`src/rtl/fetch_stage_pkg.sv`:
```
// Shared core definitions for the instruction-fetch stage: data widths,
// the NOP encoding used as the IF/ID reset filler, and the fetch FSM states.
package fetch_stage_pkg;

  localparam int unsigned XLEN = 32;  // address / PC width
  localparam int unsigned ILEN = 32;  // instruction word width

  // addi x0, x0, 0
  localparam logic [ILEN-1:0] NOP_INST = 32'h0000_0013;

  typedef enum logic [1:0] {
    BOOT  = 2'd0,
    RUN   = 2'd1,
    FAULT = 2'd2
  } fetch_state_e;

endpackage

```
`src/rtl/fetch_stage_ifid_reg.sv`:
```
// IF/ID pipeline register: captures a fetched instruction with its PC,
// holds it while the decoder stalls, and drops the valid bit on a flush.
// Flush wins over capture; inst/pc are left untouched by a flush.
module ifid_reg
  import fetch_stage_pkg::*;
#(
  parameter logic [XLEN-1:0] RESET_PC = 32'h0000_0000
) (
  input  logic            clk,
  input  logic            rst_n,
  input  logic            capture_i,
  input  logic            flush_i,
  input  logic [ILEN-1:0] inst_i,
  input  logic [XLEN-1:0] pc_i,
  output logic            valid_o,
  output logic [ILEN-1:0] inst_o,
  output logic [XLEN-1:0] pc_o
);

  logic            valid_q;
  logic [ILEN-1:0] inst_q;
  logic [XLEN-1:0] pc_q;

  // IF/ID storage: flush clears valid only, capture loads all three, else hold
  always_ff @(posedge clk or negedge rst_n) begin
    if (!rst_n) begin
      valid_q <= 1'b0;
      inst_q  <= NOP_INST;
      pc_q    <= RESET_PC;
    end else if (flush_i) begin
      valid_q <= 1'b0;
    end else if (capture_i) begin
      valid_q <= 1'b1;
      inst_q  <= inst_i;
      pc_q    <= pc_i;
    end else begin
      valid_q <= valid_q;
      inst_q  <= inst_q;
      pc_q    <= pc_q;
    end
  end

  assign valid_o = valid_q;
  assign inst_o  = inst_q;
  assign pc_o    = pc_q;

endmodule

```
`src/rtl/fetch_stage.sv`:
```
// Instruction-fetch stage: owns the PC, drives the combinational instruction
// memory and feeds the IF/ID register. Redirects from execute take priority
// and flush the wrong-path instruction.
// Optional feature macro: FETCH_FAULT_EN (alignment / range fault with a
// sticky FAULT state that only a redirect leaves). Without it, fetch_fault
// is tied low and any PC is fetched as-is.
module fetch_stage
  import fetch_stage_pkg::*;
#(
  parameter logic [XLEN-1:0] RESET_PC   = 32'h0000_0000,
  parameter int unsigned     IMEM_BYTES = 64
) (
  input  logic            clk,
  input  logic            rst_n,
  output logic [XLEN-1:0] imem_addr,
  input  logic [ILEN-1:0] imem_inst,
  input  logic            redirect_valid,
  input  logic [XLEN-1:0] redirect_pc,
  output logic            id_valid,
  input  logic            id_ready,
  output logic [ILEN-1:0] id_inst,
  output logic [XLEN-1:0] id_pc,
  output logic            fetch_fault
);

  // The memory size must be a power of two of at least one word.
  if ((IMEM_BYTES < 32'd4) || ((IMEM_BYTES & (IMEM_BYTES - 32'd1)) != 32'd0)) begin : g_bad_imem_bytes
    $error("fetch_stage: IMEM_BYTES must be a power of two >= 4");
  end

  fetch_state_e    state_q, state_d;
  logic [XLEN-1:0] pc_q, pc_d;
  logic            adv_s;
  logic            capture_s;
  logic            flush_s;

`ifdef FETCH_FAULT_EN
  localparam logic [XLEN-1:0] IMEM_LIMIT = XLEN'(IMEM_BYTES);

  logic fault_q, fault_d;
  logic fault_cond_s;

  assign fault_cond_s = (pc_q[1:0] != 2'b00) || (pc_q >= IMEM_LIMIT);
`endif

  // Decoder can take a new word when IF/ID is empty or being drained now
  assign adv_s = !id_valid || id_ready;

  // Next-state, next-PC and IF/ID control; redirect overrides everything
  always_comb begin
    state_d   = state_q;
    pc_d      = pc_q;
    capture_s = 1'b0;
    flush_s   = 1'b0;
`ifdef FETCH_FAULT_EN
    fault_d   = fault_q;
`endif
    if (redirect_valid) begin
      pc_d    = redirect_pc;
      flush_s = 1'b1;
      state_d = RUN;
`ifdef FETCH_FAULT_EN
      fault_d = 1'b0;
`endif
    end else begin
      case (state_q)
        BOOT: begin
          state_d = RUN;
        end
        RUN: begin
          if (adv_s) begin
`ifdef FETCH_FAULT_EN
            if (fault_cond_s) begin
              state_d = FAULT;
              fault_d = 1'b1;
              flush_s = 1'b1;
            end else begin
              capture_s = 1'b1;
              pc_d      = pc_q + 32'd4;
            end
`else
            capture_s = 1'b1;
            pc_d      = pc_q + 32'd4;
`endif
          end else begin
            pc_d = pc_q;
          end
        end
`ifdef FETCH_FAULT_EN
        FAULT: begin
          state_d = FAULT;
        end
`endif
        default: begin
          state_d = BOOT;
        end
      endcase
    end
  end

  // PC and FSM state registers
  always_ff @(posedge clk or negedge rst_n) begin
    if (!rst_n) begin
      state_q <= BOOT;
      pc_q    <= RESET_PC;
    end else begin
      state_q <= state_d;
      pc_q    <= pc_d;
    end
  end

`ifdef FETCH_FAULT_EN
  // Sticky fault flag, cleared only by a redirect
  always_ff @(posedge clk or negedge rst_n) begin
    if (!rst_n) begin
      fault_q <= 1'b0;
    end else begin
      fault_q <= fault_d;
    end
  end

  assign fetch_fault = fault_q;
`else
  assign fetch_fault = 1'b0;
`endif

  assign imem_addr = pc_q;

  ifid_reg #(
    .RESET_PC (RESET_PC)
  ) u_ifid_reg (
    .clk       (clk),
    .rst_n     (rst_n),
    .capture_i (capture_s),
    .flush_i   (flush_s),
    .inst_i    (imem_inst),
    .pc_i      (pc_q),
    .valid_o   (id_valid),
    .inst_o    (id_inst),
    .pc_o      (id_pc)
  );

endmodule

```
`config.mk`:
```
export PLATFORM = sky130hd
export DESIGN_NAME = fetch_stage
export DESIGN_NICKNAME = d
export VERILOG_FILES = /design/src/rtl/fetch_stage_pkg.sv /design/src/rtl/fetch_stage_ifid_reg.sv /design/src/rtl/fetch_stage.sv
export SDC_FILE = /design/constraint.sdc
export NUM_CORES = 1
export LEC_CHECK = 0
export ABC_AREA = 0
export ABC_CLOCK_PERIOD_IN_PS = 1700
export CAP_MARGIN = 10
export CELL_PAD_IN_SITES_DETAIL_PLACEMENT = 0
export CELL_PAD_IN_SITES_GLOBAL_PLACEMENT = 1
export CORE_MARGIN = 3
export CORE_UTILIZATION = 32
export CTS_BUF_LIST = sky130_fd_sc_hd__clkbuf_2
export CTS_CLUSTER_DIAMETER = 60
export CTS_CLUSTER_SIZE = 10
export DETAILED_ROUTE_END_ITERATION = 8
export PLACE_DENSITY_LB_ADDON = 0.1
export SLEW_MARGIN = 20
export SYNTH_ARGS = -nofsm -noshare
export SYNTH_HDL_FRONTEND = slang
export SYNTH_SLANG_ARGS = --single-unit
```
`constraint.sdc`:
```
create_clock -name clk -period 1.7 [get_ports clk]
set_input_delay 0.255 -clock clk [delete_from_list [all_inputs] [get_ports clk]]
set_output_delay 0.255 -clock clk [all_outputs]
set_load 0.01 [all_outputs]
```
# Yosys cells after proc, flatten, opt, wreduce, memory -nomap -nowiden
# Index checks and enable logic that the tools add are counted.
[classes]
bitwise = 1
muxes = 11
n_eq_ne = 2
addsub = 1
reduce_logical = 8
[op_table]
columns = ["cell", "n"]
rows = [
  ["32-bit 2-to-1 mux", 3],
  ["32-bit by 3-bit adder with 32-bit output (second input constant)", 1],
  ["1-bit 2-to-1 mux", 6],
  ["2-bit nonzero test", 3],
  ["2-bit case mux with 2 select lines", 1],
  ["2-bit AND reduction", 2],
  ["2-bit by 1-bit equality test with 1-bit output (second input constant)", 1],
  ["2-bit zero test", 1],
  ["2-bit 2-to-1 mux", 1],
  ["2-bit != test (second input constant)", 1],
  ["1-bit zero test", 1],
  ["1-bit logical OR", 1],
  ["1-bit inverter", 1],
]
[totals]
output_inout_bits = 98
inputBits = 68
reg_bits = 99
wordCells = 28

# Longest topological paths before layout
# Gate-level depths: netlist of the first run.
[logic_depth]
word_depth = 7
depth_mapped = 6
depth_no_buf = 6

# Cells and area by module
# Synthesis of the first run repeated with hierarchy kept, for this count alone.
[hier_totals]
cells_unflattened = 345
area_unflattened_um2 = 4599.4
[by_module_without_submodules]
columns = ["module", "area_per_inst_um2", "n_inst", "seq_area_each_um2", "cells_per_inst"]
rows = [
  ["ifid_reg", 2737.6, 1, 1630.3, 139],
  ["fetch_stage", 1861.8, 1, 825.8, 206],
]

# Least setup slack after synthesis of the first run
# No wires, ideal clock.
[synth_path]
path_kind = "flip-flop to flip-flop"
start = "reg pc_q[2] (netlist: imem_addr[2])"
end = "reg pc_q[20] (netlist: imem_addr[20])"
setup_ps = 130
stages_incl_launch_ff = 7
period_less_slack_ps = 1661
t_required_ps = 1570
path_buffers = 0
path_slack_ps = 39
arrival_time_ps = 1531
path_cell_list = "dfrtp_1 ha_1 nand4_1 nor4_4 nand4_1 xor2_1 o21ai_2"
[synth_between]
elab_chain_len = 4
[synth_lines]
columns = ["item", "line", "rtl"]
rows = [
  ["start, declared", "fetch_stage.sv:32", "logic [XLEN-1:0] pc_q, pc_d;"],
  ["start signal, assigned", "fetch_stage.sv:108", "pc_q <= pc_d;"],
  ["32-bit by 3-bit adder with 32-bit output", "fetch_stage.sv:83", "pc_d = pc_q + 32'd4;"],
  ["32-bit 2-to-1 mux", "fetch_stage.sv:71", "if (adv_s) begin"],
  ["32-bit 2-to-1 mux", "fetch_stage.sv:66", "case (state_q)"],
  ["32-bit 2-to-1 mux", "fetch_stage.sv:58", "if (redirect_valid) begin"],
]
# Every way passes these cells. The select of a mux whose other input is x is not followed.
# A chain may end at the register's enable or synchronous reset.

# Worst setup path after layout of the first run
[layout_path]
start = "reg pc_q[2] (netlist: imem_addr[2])"
end = "reg pc_q[24] (netlist: imem_addr[24])"
# The elaborated chain is that of the path after synthesis.

==> results of run 1 <==
[how the worst max path moves through the flow]
stage                                     from                   to  slack, ns  cells past startpoint
final                             imem_addr[2]        imem_addr[24]       0.02                      8
after global routing              imem_addr[2]        imem_addr[26]      -0.14                      8
after CTS                 u_ifid_reg.inst_o[0]           id_inst[0]      0.001                      1
after detailed placement              id_ready   u_ifid_reg.pc_o[9]      -0.22                      6
after floorplan                   imem_addr[2]        imem_addr[20]       0.04                      6
after global placement                id_ready  u_ifid_reg.pc_o[16]      -0.20                      6
[area by class of cell]
cell class	count	share of cell area [%]
repair buffers	235	30.98
flip-flops and latches	98	36.90
clock inverters	7	1.371
diodes	1	0.03757
multi-input cells	219	26.70
clock buffers	9	0.6763
inverters	2	0.1127
well taps	172	3.231
[state kept, by name, indices dropped and copies added (netlist names)]
signal and flops:
imem_addr 32, state_q 1, u_ifid_reg.inst_o 32, u_ifid_reg.pc_o 32, u_ifid_reg.valid_o 1
[worst reg2reg max path, cell delays in order, from the launching register on]
cell and delay (ns):
dfrtp_1 0.42, buf_6 0.11, ha_4 0.13, nand4_1 0.17
nor4_4 0.26, buf_6 0.18, nand4_1 0.11, xor2_1 0.18
o21ai_1 0.07
[repair_timing]
item / 4_1_cts / 5_1_grt
pin swaps: 1 / 16
setup endpoints to repair: 104 / 32
setup buffers: 27 / 6
hold buffers: 1 / 0
gates cloned: 0 / 2
hold endpoints to repair: 95 / 0
resized for setup: 171 / 36
[cell families after synthesis]
kind of cell	count (synthesis)	synth area share, %
flip-flops	98	57.82
AND/OR/NAND/NOR	90	11.25
multiplexers	68	18.00
AO/OA/AOI/OAI	29	3.682
XOR/XNOR	29	5.979
buffers and inverters	19	2.798
other	2	0.1768
adder cells (fa/ha/maj)	1	0.2945
[where the power goes]
| group | internal [mW] | total [mW] | switching, mW |
|---|---|---|---|
| Sequential | 2.71 | 2.88 | 0.176 |
| Clock | 0.483 | 1.31 | 0.827 |
| Combinational | 0.968 | 1.72 | 0.748 |
[cells in the mapped netlist (all sizes together)]
| master | count | area share, % |
|---|---|---|
| and3 | 5 | 0.77 |
| nand2b | 1 | 0.15 |
| xnor2 | 6 | 1.2 |
| mux2i | 1 | 0.24 |
| buf | 9 | 1.9 |
| inv | 2 | 0.18 |
| nor2b | 1 | 0.32 |
| nand2 | 42 | 3.7 |
| nor2 | 7 | 0.68 |
| dfrtp | 95 | 56 |
| nor3 | 3 | 0.35 |
| nand3 | 8 | 1.2 |
| xor2 | 23 | 4.7 |
| and2 | 1 | 0.15 |
| clkbuf | 8 | 0.71 |
| nand4 | 18 | 2.7 |
| o21ai | 29 | 3.7 |
| mux2 | 67 | 18 |
| dfstp | 3 | 1.9 |
| conb | 2 | 0.18 |
| nor4 | 4 | 1.3 |
| ha | 1 | 0.29 |
[stage by stage]
| step | total power [mW] | worst slack [ns] | setup TNS [ns] | instance area, um^2 | cells |
|---|---|---|---|---|---|
| after floorplan | 3.644 | 0.03923 | 0 | 4248 | 336 |
| after global placement | 4.806 | -0.2007 | -13.84 | 6326 | 693 |
| after detailed placement | 4.838 | -0.2156 | -14.40 | 6326 | 693 |
| after CTS | 5.975 | 0.0009733 | 0 | 6504 | 737 |
| after global routing | 6.266 | -0.1361 | -0.8125 | 6660 | 743 |
| final | 5.910 | 0.01848 | 0 | 6660 | 743 |
[layer usage]
layer / up-vias / global-route usage, %
met5: - / 0
met4: 0 / 6.513
met3: 14 / 3.963
met2: 85 / 26.92
met1: 1676 / 20.05
li1: 1627 / -
==> results.json, run 1 <==
{
  "fin_nets": 634,
  "yosysSeqAreaShare_pct": 57.82,
  "layout_commonest_cell": "dfrtp_1",
  "ios": 166,
  "antenna_found_initial": 1,
  "grt_pass1_wl_um": 18560,
  "dp_hpwl_um": 7998,
  "die-area_um2": 14690,
  "crit-reg2reg-capture": "imem_addr[24]",
  "root_buffer": "clkbuf_2",
  "holdPathEnd": "imem_addr[31]",
  "fin_worst_skew_ns": 0.03739,
  "cp-end-kind": "flop",
  "final_util_pct": 52.14,
  "routed_wl_um": 11700,
  "ys_warn_count": 0,
  "min_from": "redirect_valid",
  "clk_path_buf_depth": 2,
  "multi_input_area_um2": 1778,
  "critPathTopFamily": "simple AND/OR/NAND/NOR gates",
  "num_rows": 41,
  "period_needed_ns": 1.682,
  "die_h_um": 121.2,
  "grt_overflow": 0,
  "syn_area_per_cell_um2": 12.64,
  "grt_max_degree": 99,
  "highest_layer": "met4",
  "powerDensity_nw_per_um2": 887.4,
  "fillers": 1181,
  "wl_per_cell_um": 15.75,
  "startpoint_type": "flop",
  "port-buffer-count": 164,
  "crit_chain": "buf_6 -> ha_4 -> nand4_1 -> nor4_4 -> buf_6 -> nand4_1 -> xor2_1 -> o21ai_1",
  "finalSetupViolations": 0,
  "timing.fmax_mhz": 594.7,
  "track_usage_pct": 16.12,
  "dr.pass1.iters": 4,
  "regArea_um2": 2457,
  "peakVddDrop_mv": 0.4410,
  "slew_viol_final": 0,
  "die_w_um": 121.2,
  "hold_class": "input pin to flop",
  "r2r_start": "imem_addr[2]",
  "antenna_left": 0,
  "layout-drive-gt1-share_pct": 35.61,
  "gp_congestion": 0.7440,
  "critPathMaxFanout": 5,
  "holdPathStages": 4,
  "core_area_um2": 12770,
  "worst_pin_slew_ns": 0.6020,
  "initial_core_util_pct": 33.25,
  "syn_area_um2": 4248,
  "viasPerCell": 4.579,
  "crit_slowest_cell": "dfrtp_1",
  "post-route-period-util_pct": 98.91,
  "ys_seq_elements": 98,
  "clock-sinks": 98,
  "drt_iter0_drc": 117,
  "num_vias": 3402,
  "yosys.cell_types.count": 30,
  "hold_viol_final": 0,
  "power.leakage_nw": 3.006,
  "wl_met3_um": 645,
  "synth.net_count": 405,
  "wl_met1_um": 4988,
  "clkTransAtPathRegs_ns": 0.28,
  "maxCapViolations": 0,
  "cts_buffers": 9,
  "crit_buf_inv": 2,
  "htree_levels": 3,
  "relSlewSlack_pct": 59.87,
  "r2r_slack_ns": 0.02,
  "grt_pass1_vias": 3594,
  "crit_arrival_ns": 2.19,
  "r2r_cells": 8,
  "path_class": "flop to flop",
  "final_cell_mix": "dfrtp_1, dlygate4sd2_1, mux2_2, clkdlybuf4s50_1, buf_4",
  "worstPathRequired_ns": 2.21,
  "clkLatencyLatePin_ns": 0.60,
  "area_growth_pct": 56.79,
  "finalHoldWorstSlack_ns": 0.1345,
  "critPathMaxStageDelay_ns": 0.42,
  "rsz0062_at_grt": "yes",
  "status": "finished clean",
  "met2WireLength_um": 5872,
  "syn_inst": 336,
  "tritoncts": "built",
  "drc_errors": 0
}
Note: power is estimated with default switching activity, not from simulation.
==> run 2, diff against run 1 <==
Settings changed: CTS_CLUSTER_DIAMETER 60 to 80, CTS_CLUSTER_SIZE 10 to 8.
==> results of run 2 <==
No change in the layout: final DEF, timing and power equal those of run 1.
==> run 3, diff against run 2 <==
Settings changed: CORE_UTILIZATION 32 to 35.
==> run 3 against run 2 <==
Compared with the run above:
- the run now ends with setup timing left
- clock skew is 0.0071 ns lower
- worst hold slack better by 0.027 ns
- worst setup slack worse by 0.064 ns
- maximum frequency fell by 3.7%
- non-clock buffer count up 23
- combinational power up 8%
- critical path type unchanged
- largest power group unchanged
- highest routed layer unchanged
==> results.json, run 3 (synthesis results as in run 1) <==
{
  "layout-drive-gt1-share_pct": 38.28,
  "status": "finished, violations left",
  "fin_worst_skew_ns": 0.03033,
  "timing.final.ws_setup_ns": -0.04568,
  "holdPathStages": 4,
  "dp_hpwl_um": 8275,
  "hold_viol_final": 0,
  "r2r_cells": 9,
  "busiest_layer": "met2",
  "port-buffer-count": 164,
  "n_antenna_cell": 0,
  "slew_viol_final": 0,
  "routed_wl_um": 12270,
  "die_h_um": 116.2,
  "worstPathRequired_ns": 2.20,
  "finalSetupViolations": 5,
  "fin_nets": 657,
  "core_area_um2": 11660,
  "multi_input_area_um2": 1724,
  "fillers": 1034,
  "crit_chain": "buf_4 -> ha_4 -> nand4_1 -> nor4_4 -> buf_4 -> clkbuf_16 -> nand4_1 -> xor2_1 -> o21ai_2",
  "tritoncts": "built",
  "num_vias": 3509,
  "area_growth_pct": 62.09,
  "timing.fmax_mhz": 572.8,
  "final_cell_mix": "dfrtp_1, buf_4, mux2_2, clkdlybuf4s50_1, dlygate4sd2_1",
  "critPathMaxStageDelay_ns": 0.40,
  "viasPerCell": 4.768,
  "failed_checks": "setup timing",
  "powerDensity_nw_per_um2": 872.9,
  "dr.pass1.iters": 4,
  "design_area_um2": 6885,
  "drc_errors": 0,
  "rsz0062_at_grt": "yes",
  "relSlewSlack_pct": 59.73,
  "cp-end-kind": "flop",
  "critPathMaxFanout": 5,
  "crit_slowest_cell": "dfrtp_1",
  "clk_path_buf_depth": 2,
  "peakVddDrop_mv": 1.017,
  "wl_per_cell_um": 16.67,
  "ios": 166,
  "num_rows": 39,
  "grt_overflow": 0,
  "clkLatencyLatePin_ns": 0.59,
  "track_usage_pct": 17.45,
  "grt_util_met3_pct": 6.166,
  "hold_class": "input pin to flop",
  "maxCapViolations": 0,
  "grt_pass1_vias": 3546,
  "final_util_pct": 59.04,
  "cts_buffers": 9,
  "antenna_found_initial": 0,
  "post-route-period-util_pct": 102.7,
  "antenna_left": 0,
  "drt_iter0_drc": 112,
  "crit-reg2reg-capture": "imem_addr[18]",
  "period_needed_ns": 1.746,
  "grt_max_degree": 63,
  "place_area_um2": 6345,
  "die_w_um": 116.2,
  "tns_ns": -0.1405,
  "holdPathEnd": "imem_addr[31]",
  "startpoint_type": "flop",
  "grt_pass1_wl_um": 18070,
  "power.leakage_nw": 3.117,
  "regArea_um2": 2456,
  "crit_arrival_ns": 2.25,
  "worst_pin_slew_ns": 0.6040,
  "clkTransAtPathRegs_ns": 0.27,
  "die-area_um2": 13490,
  "min_from": "redirect_valid",
  "clock-sinks": 98,
  "layout_commonest_cell": "dfrtp_1",
  "htree_levels": 3,
  "grt_util_met2_pct": 29.19,
  "path_class": "flop to flop",
  "grt_use_met1_pct": 22.09,
  "root_buffer": "clkbuf_2",
  "gp_congestion": 0.7508,
  "final_cells": 736,
  "initial_core_util_pct": 36.42,
  "r2r_slack_ns": -0.05,
  "total_power_mw": 6.010,
  "place_inst": 668,
  "r2r_start": "imem_addr[2]"
}
[run 3: cell types whose count changed in the layout (fill, tap and decap cells not counted), sizes merged]
cell / delta
diode: -1
inv: -1
clkbuf: +6
clkdlybuf4s15: +19
dlygate4sd2: -24
buf: +23
[run 3: cell type report]
cell class	instances	share of cell area, %
Clock buffer	10	0.7269
Clock inverter	6	1.199
Inverter	2	0.1090
Multi-Input combinational cell	219	25.04
Sequential cell	98	35.67
Tap cell	143	2.599
Timing Repair Buffer	258	34.65
[run 3: layer usage]
metal	up-vias	share of wire, %
met1	1736	43
met5	-	0
met4	0	0.76
li1	1666	-
met3	8	5.8
met2	99	51
[run 3: worst max path at each step]
stage / start / end / cells past startpoint
2_1_floorplan: imem_addr[2] / imem_addr[20] / 6
3_3_place_gp: id_ready / u_ifid_reg.inst_o[22] / 6
3_5_place_dp: id_ready / u_ifid_reg.inst_o[7] / 6
4_1_cts: imem_addr[2] / imem_addr[24] / 8
5_1_grt: imem_addr[2] / imem_addr[24] / 9
6_report: imem_addr[2] / imem_addr[18] / 9
[run 3: power breakdown]
part | total (mW) | internal, mW | leakage, nW | switching, mW
Sequential | 2.90 | 2.71 | 1.17 | 0.188
Clock | 1.25 | 0.484 | 0.0817 | 0.767
Combinational | 1.86 | 1.09 | 1.86 | 0.773
Total | 6.01 | 4.28 | 3.12 | 1.73
[run 3: repair_timing]
| action | 4_1_cts | 5_1_grt |
|---|---|---|
| endpoints found under the setup margin | 97 | 86 |
| endpoints found under the hold margin | 50 | 0 |
| gates cloned | 0 | 6 |
| pin swaps | 1 | 5 |
| buffers inserted | 27 | 18 |
| hold buffers | 1 | 0 |
| resized for setup | 180 | 64 |
[run 3: worst max-delay path, delay by kind of cell (launching register included)]
| family | cells | cell delay, ns |
|---|---|---|
| flip-flops | 1 | 0.40 |
| AND/OR/NAND/NOR | 3 | 0.49 |
| buffers and inverters | 3 | 0.42 |
| XOR/XNOR | 1 | 0.18 |
| AO/OA/AOI/OAI | 1 | 0.06 |
| adder cells (fa/ha/maj) | 1 | 0.13 |
[run 3: metrics by stage]
step | setup slack (ns) | hold slack [ns]
6_report | -0.04568 | 0.1619
5_1_grt | -0.1818 | 0.06140
3_5_place_dp | -0.2545 | 0.3047
3_3_place_gp | -0.2135 | 0.2990
4_1_cts | -0.02014 | 0.06831
2_1_floorplan | 0.03923 | -0.04059
